**config.mk**
```make
export PLATFORM = sky130hd
export DESIGN_NAME = vga_timing_gen
export DESIGN_NICKNAME = d
export VERILOG_FILES = /design/src/rtl/vga_timing_pkg.sv /design/src/rtl/vga_delay_line.sv /design/src/rtl/vga_timing_gen.sv
export SDC_FILE = /design/constraint.sdc
export NUM_CORES = 1
export LEC_CHECK = 0
export BUFFER_PORTS_ARGS = -buffer_cell sky130_fd_sc_hd__buf_4
export CAP_MARGIN = 10
export CELL_PAD_IN_SITES_DETAIL_PLACEMENT = 1
export CELL_PAD_IN_SITES_GLOBAL_PLACEMENT = 2
export CORE_MARGIN = 3
export CORE_UTILIZATION = 36
export CTS_BUF_LIST = sky130_fd_sc_hd__clkbuf_8
export CTS_CLUSTER_DIAMETER = 80
export DETAILED_ROUTE_END_ITERATION = 12
export PLACE_DENSITY_LB_ADDON = 0.05
export SLEW_MARGIN = 20
export SYNTH_ARGS = -nofsm -noshare
export SYNTH_HDL_FRONTEND = slang
export SYNTH_SLANG_ARGS = --single-unit
```
**constraint.sdc**
```tcl
create_clock -name pixel_clk -period 2.4 [get_ports pixel_clk]
set_input_delay 0.48 -clock pixel_clk [delete_from_list [all_inputs] [get_ports pixel_clk]]
set_output_delay 0.48 -clock pixel_clk [all_outputs]
set_load 0.03 [all_outputs]
```
**src/rtl/vga_timing_pkg.sv**
```systemverilog
// Shared timing constants and types for the raster timing source.
// Default mode is 1024x768@60 with a 65 MHz pixel clock.
package vga_timing_pkg;

  localparam int DEF_H_ACTIVE = 1024;
  localparam int DEF_H_FP     = 24;
  localparam int DEF_H_SYNC   = 136;
  localparam int DEF_H_BP     = 160;
  localparam int DEF_H_TOTAL  = DEF_H_ACTIVE + DEF_H_FP + DEF_H_SYNC + DEF_H_BP;

  localparam int DEF_V_ACTIVE = 768;
  localparam int DEF_V_FP     = 3;
  localparam int DEF_V_SYNC   = 6;
  localparam int DEF_V_BP     = 29;
  localparam int DEF_V_TOTAL  = DEF_V_ACTIVE + DEF_V_FP + DEF_V_SYNC + DEF_V_BP;

  // Depth of the renderers' registered pixel pipeline; sync/blank are delayed to match.
  localparam int DEF_PIPE_DLY = 2;

  localparam int N_BARS = 8;

  typedef struct packed {
    logic [7:0] r;
    logic [7:0] g;
    logic [7:0] b;
  } rgb_t;

  // Colour bars left to right: white, yellow, cyan, green, magenta, red, blue, black.
  localparam rgb_t [0:N_BARS-1] COLOUR_BARS = {
    24'hFFFFFF, 24'hFFFF00, 24'h00FFFF, 24'h00FF00,
    24'hFF00FF, 24'hFF0000, 24'h0000FF, 24'h000000
  };

  // Half-open window test on 12-bit widened positions: lo <= pos < hi.
  function automatic logic in_window(input logic [11:0] pos,
                                     input logic [11:0] lo,
                                     input logic [11:0] hi);
    return (pos >= lo) && (pos < hi);
  endfunction

endpackage

```
**src/rtl/vga_delay_line.sv**
```systemverilog
// Fixed-depth register chain that aligns sync/blank (and optional pixel data)
// with the renderers' pipeline. DEPTH = 0 collapses to a wire.
module vga_delay_line #(
  parameter int               WIDTH   = 1,
  parameter int               DEPTH   = 2,
  parameter logic [WIDTH-1:0] RST_VAL = '0
) (
  input  logic             pixel_clk,
  input  logic             reset_n,
  input  logic [WIDTH-1:0] din,
  output logic [WIDTH-1:0] dout
);

  generate
    if (DEPTH == 0) begin : g_bypass
      assign dout = din;
    end else begin : g_chain
      logic [DEPTH-1:0][WIDTH-1:0] stage;

      // Shift raw values one stage per pixel clock.
      // NOTE: every stage is reset, not just the last one: the chain must hold
      // inactive values so no stale sync pulse emerges after reset is released.
      always_ff @(posedge pixel_clk or negedge reset_n) begin
        if (!reset_n) begin
          stage <= {DEPTH{RST_VAL}};
        end else begin
          stage[0] <= din;
          for (int i = 1; i < DEPTH; i++) begin
            stage[i] <= stage[i-1];
          end
        end
      end

      assign dout = stage[DEPTH-1];
    end
  endgenerate

endmodule

```
**src/rtl/vga_timing_gen.sv**
```systemverilog
// Free-running raster timing source. hcount/vcount and the line/frame start
// pulses are undelayed; hsync/vsync/blank are delayed PIPE_DLY cycles to line up
// with the renderers' registered pixel output.
// Optional build macro: VGA_TEST_PATTERN_EN adds the tp_pixel colour-bar output.
module vga_timing_gen
  import vga_timing_pkg::*;
#(
  parameter int H_ACTIVE = DEF_H_ACTIVE,
  parameter int H_FP     = DEF_H_FP,
  parameter int H_SYNC   = DEF_H_SYNC,
  parameter int H_BP     = DEF_H_BP,
  parameter int V_ACTIVE = DEF_V_ACTIVE,
  parameter int V_FP     = DEF_V_FP,
  parameter int V_SYNC   = DEF_V_SYNC,
  parameter int V_BP     = DEF_V_BP,
  parameter int PIPE_DLY = DEF_PIPE_DLY
) (
  input  logic        pixel_clk,
  input  logic        reset_n,
  output logic [10:0] hcount,
  output logic [9:0]  vcount,
  output logic        hsync,
  output logic        vsync,
  output logic        blank,
  output logic        frame_start,
  output logic        line_start
`ifdef VGA_TEST_PATTERN_EN
  ,
  output rgb_t        tp_pixel
`endif
);

  localparam int H_TOTAL = H_ACTIVE + H_FP + H_SYNC + H_BP;
  localparam int V_TOTAL = V_ACTIVE + V_FP + V_SYNC + V_BP;

  localparam logic [10:0] H_LAST = 11'(H_TOTAL - 1);
  localparam logic [9:0]  V_LAST = 10'(V_TOTAL - 1);

  // Decode thresholds widened to 12 bits so the H sums cannot overflow.
  localparam logic [11:0] H_ACT_W  = 12'(H_ACTIVE);
  localparam logic [11:0] HS_BEG_W = 12'(H_ACTIVE + H_FP);
  localparam logic [11:0] HS_END_W = 12'(H_ACTIVE + H_FP + H_SYNC);
  localparam logic [11:0] V_ACT_W  = 12'(V_ACTIVE);
  localparam logic [11:0] VS_BEG_W = 12'(V_ACTIVE + V_FP);
  localparam logic [11:0] VS_END_W = 12'(V_ACTIVE + V_FP + V_SYNC);

`ifdef VGA_TEST_PATTERN_EN
  localparam int             BAR_W  = H_ACTIVE / N_BARS;
  localparam int             DL_W   = 3 + $bits(rgb_t);
  localparam logic [DL_W-1:0] DL_RST = {3'b111, 24'h000000};
`else
  localparam int             DL_W   = 3;
  localparam logic [DL_W-1:0] DL_RST = 3'b111;
`endif

  logic [11:0]     hc_w;
  logic [11:0]     vc_w;
  logic            hblank_r;
  logic            vblank_r;
  logic            blank_r;
  logic            hsync_r;
  logic            vsync_r;
  logic [DL_W-1:0] dl_in;
  logic [DL_W-1:0] dl_out;

  // Raster counters: hcount every cycle, vcount on each line wrap.
  // NOTE: sequential state uses non-blocking assignments so every register
  // samples the pre-edge values, independent of statement order.
  always_ff @(posedge pixel_clk or negedge reset_n) begin
    if (!reset_n) begin
      hcount <= '0;
      vcount <= '0;
    end else if (hcount == H_LAST) begin
      hcount <= '0;
      vcount <= (vcount == V_LAST) ? '0 : vcount + 10'd1;
    end else begin
      hcount <= hcount + 11'd1;
    end
  end

  assign hc_w = {1'b0, hcount};
  assign vc_w = {2'b00, vcount};

  // Raw (undelayed) sync and blank decodes; vsync edges fall on line boundaries.
  assign hblank_r = (hc_w >= H_ACT_W);
  assign vblank_r = (vc_w >= V_ACT_W);
  assign blank_r  = hblank_r | vblank_r;
  assign hsync_r  = ~in_window(hc_w, HS_BEG_W, HS_END_W);
  assign vsync_r  = ~in_window(vc_w, VS_BEG_W, VS_END_W);

  assign line_start  = (hcount == 11'd0);
  assign frame_start = (hcount == 11'd0) && (vcount == 10'd0);

`ifdef VGA_TEST_PATTERN_EN
  logic [2:0] bar_idx;
  rgb_t       tp_r;

  // Pick the colour bar containing hcount; black outside the visible area.
  // NOTE: combinational outputs get a default first so no path leaves them
  // unassigned, which would otherwise infer a latch.
  always_comb begin
    bar_idx = '0;
    for (int i = 1; i < N_BARS; i++) begin
      if (hc_w >= 12'(i * BAR_W)) begin
        bar_idx = 3'(i);
      end
    end
    tp_r = blank_r ? rgb_t'(24'h000000) : COLOUR_BARS[bar_idx];
  end

  assign dl_in = {hsync_r, vsync_r, blank_r, tp_r};
  assign {hsync, vsync, blank, tp_pixel} = dl_out;
`else
  assign dl_in = {hsync_r, vsync_r, blank_r};
  assign {hsync, vsync, blank} = dl_out;
`endif

  vga_delay_line #(
    .WIDTH   (DL_W),
    .DEPTH   (PIPE_DLY),
    .RST_VAL (DL_RST)
  ) u_delay (
    .pixel_clk (pixel_clk),
    .reset_n   (reset_n),
    .din       (dl_in),
    .dout      (dl_out)
  );

endmodule

```
==> metrics.csv <==
stage,metric,value,unit
status,status,"finished, final reports clean",
die,die_width,69.7,um
power,power_leakage,0.773,nW
setup_path,r2r-end,vcount[9],
finish,number_of_diodes_added_for_antenna_fixing,0,
clocking,clockBufferDepth,2,
logic_synthesis,synth_fp_nets,149,
power,worst_ir_drop_vdd,0.000268,V
setup_path,crit_path_start_kind,flip-flop,
finish,finished_cell_area,1760,um2
setup_path,timing.rr.start,hcount[1],
sta,rsz0062_at_grt,false,
clocking,cts_tree,built,
global_route,grt_pass1_vias,1183,
route,route.final.wire_length,3480,um
clocking,clkSinkCount,27,
power,power_density,410,nW/um2
place,placement.io_buffers,27,
clocking,htree_levels,1,
sta,min_period,2270,ps
global_route,grt_first_pass_wirelength,5850,um
sta,setup_viol,0,
setup_path,ff2ff_path_depth,5,
logic_synthesis,synthesis.area,1460,um2
place,placement.cell_area,1700,um2
global_route,globalRoute.totalOverflow,0,
global_route,grt_start_max_net_pins,28,
setup_path,worstSetupEndpointType,output pin,
setup_path,worst_ep_arrival_time,1790,ps
worst_hold_path,min_path_type,in -> async,
clocking,clock_insertion_delay_worst_skew,270,ps
logic_synthesis,yosysWarningCount,0,
clocking,ctsRootBufferMaster,clkbuf_8,
route,drt_drc_violations_left,0,
clocking,post_cts_buffers,0,
sta,max_freq,441,MHz
logic_synthesis,synth_enable_flop_cells,0,
logic_synthesis,postSynthRegisterBits,27,
die,number_of_primary_i_o_pins,28,
route,via_density_per_instance,5.50,
route,detailedRoute.firstPassIterationCount,3,
sta,totalNegativeSetupSlack,0,ps
sta,finalHoldViolations,0,
sta,period_share,0.946,
logic_synthesis,yosysSeqAreaShare,0.468,
finish,mostFrequentLayoutCell,buf_4,
setup_path,timing.critical_path.fanout_max,6,
die,floorplan.initialDensity,0.387,
die,core-area,3770,um2
die,placementRows,22,
job,max_cap_viol_count,0,
route,drtAntennaViolNets,0,
setup_path,worst-setup-path-type,reg -> out,
route,average_routed_wire_per_standard_cell,16.4,um
finish,layout.cells.most_common_list,"buf_4 (28), dfrtp_1 (19), nand3_1 (10)",
setup_path,crit_path_start,hcount[0],
sta,drv_slew,0,
sta,fin_skew,9.21,ps
logic_synthesis,synth_simple_gate_area_share,0.286,
logic_synthesis,yosys-mux-area-fraction,0,
sta,worst_slew_pin_slew,488,ps
clocking,ctsResizeCount,0,
logic_synthesis,dominant_combinational_cell_family_by_area_after_synthesis,simple AND/OR/NAND/NOR gates,
logic_synthesis,ys.flop_type,dfrtp_1,
clocking,cts_inserted_buffers,3,
global_route,antenna_found_initial,0,
logic_synthesis,post_synth_num_cell_types,40,
logic_synthesis,netlist_instances,141,
finish,post_route_cells_drive_above_1_share,0.299,
place,gp_congestion,0.724,
route,detailroute.via_count,1165,
route,drt_iter0_markers,74,
setup_path,worst-r2r-setup-slack,370,ps
finish,final_nets,173,
die,die_area,4850,um2
logic_synthesis,post_synth.cell_area_avg,10.3,um2
place,dp_worst_setup_slack,322,ps
logic_synthesis,synth_fa_ha_area_frac,0.0515,
logic_synthesis,synth_compound_area_frac,0.0840,
die,dieHeight,69.7,um
finish,area.growth.synth_to_final,20.5,%
clocking,worst_setup_hold_path_clk_slew,100,ps
global_route,grt_util_all_layers,0.147,
sta,slew-limit-headroom,0.673,
logic_synthesis,synthArstFlopShare,1.00,
clocking,cts_hold_repair.buffers,0,
place,detailedPlacementHpwl,2550,um
logic_synthesis,yosys.area_share.xor_xnor,0.0660,
setup_path,worst_ep_required_time,1920,ps
sta,final.setup.worst_slack,130,ps
==> critical path: stages (launching register included) <==
cell and delay (ps):
dfrtp_2 450, inv_1 70, ha_1 150, nor4b_2 180, nand2_1 120, nor4_4 170
and4_1 230, buf_4 160
==> flip-flops by register name (all words and copies together), names as in the netlist <==
name and count:
vcount 10, hcount 11, u_delay.dout 3, u_delay.g_chain.stage 3
==> synth_stat cells, drive strengths merged (3+ instances only) <==
master  instances  share of area
a21oi           8          0.027
and3            3          0.013
and4            3          0.018
buf             4          0.018
clkbuf          5          0.013
dfrtp          21           0.36
dfstp           6           0.11
ha              6          0.051
inv             5          0.013
nand2           8          0.021
nand3          12          0.048
nand4           5          0.021
nor2            7          0.018
nor3            6          0.024
nor4            5          0.036
o21ai           4          0.014
xnor2           4          0.024
xor2            7          0.042
==> how the worst max path moves through the flow <==
stage                        to  slack (ps)  cells past startpoint
finish              frame_start         130                      7
detailed placement  frame_start         320                      7
floorplan           frame_start           8                      5
global placement    frame_start         370                      5
CTS                 frame_start          10                      7
global route        frame_start         0.6                      7
==> metal layers <==
metal,routed length [um],global-route usage,vias to the layer above
li1,-,-,556
met1,1670,0.200,590
met2,1690,0.245,17
met3,102,0.0290,2
met4,19,0.0255,0
met5,0,0,-
==> through the flow <==
stage	hold WS [ps]	instances	utilization	power (mW)
after CTS	119	212	0.463	0.729
final	106	212	0.466	0.720
after floorplan	184	141	-	0.464
after global routing	119	212	0.466	0.757
after global placement	346	208	0.451	0.474
after detailed placement	349	208	0.451	0.474
==> power breakdown <==
group | switching (mW) | total (mW) | internal [mW]
sequential | 0 | 0.455 | 0.455
combinational | 0.00844 | 0.00955 | 0.00111
clock | 0.141 | 0.256 | 0.115
==> cell type report <==
cell class	instances	area, um2
clock buffer	3	41.3
clock inverter	1	3.75
fill	439	2010
inverter	5	18.8
multi-input combinational	100	738
sequential	27	686
tap	48	60.1
timing repair buffer	28	210
==> logic make-up after synthesis <==
family                     Yosys count
DFF                                 27
and+or+nand+nor                     63
xor gates and xnor gates            11
adders and majority gates            6
buffers and inverters               14
AOI/OAI and AO/OA                   20
Note: power is estimated with default switching activity, not from simulation.
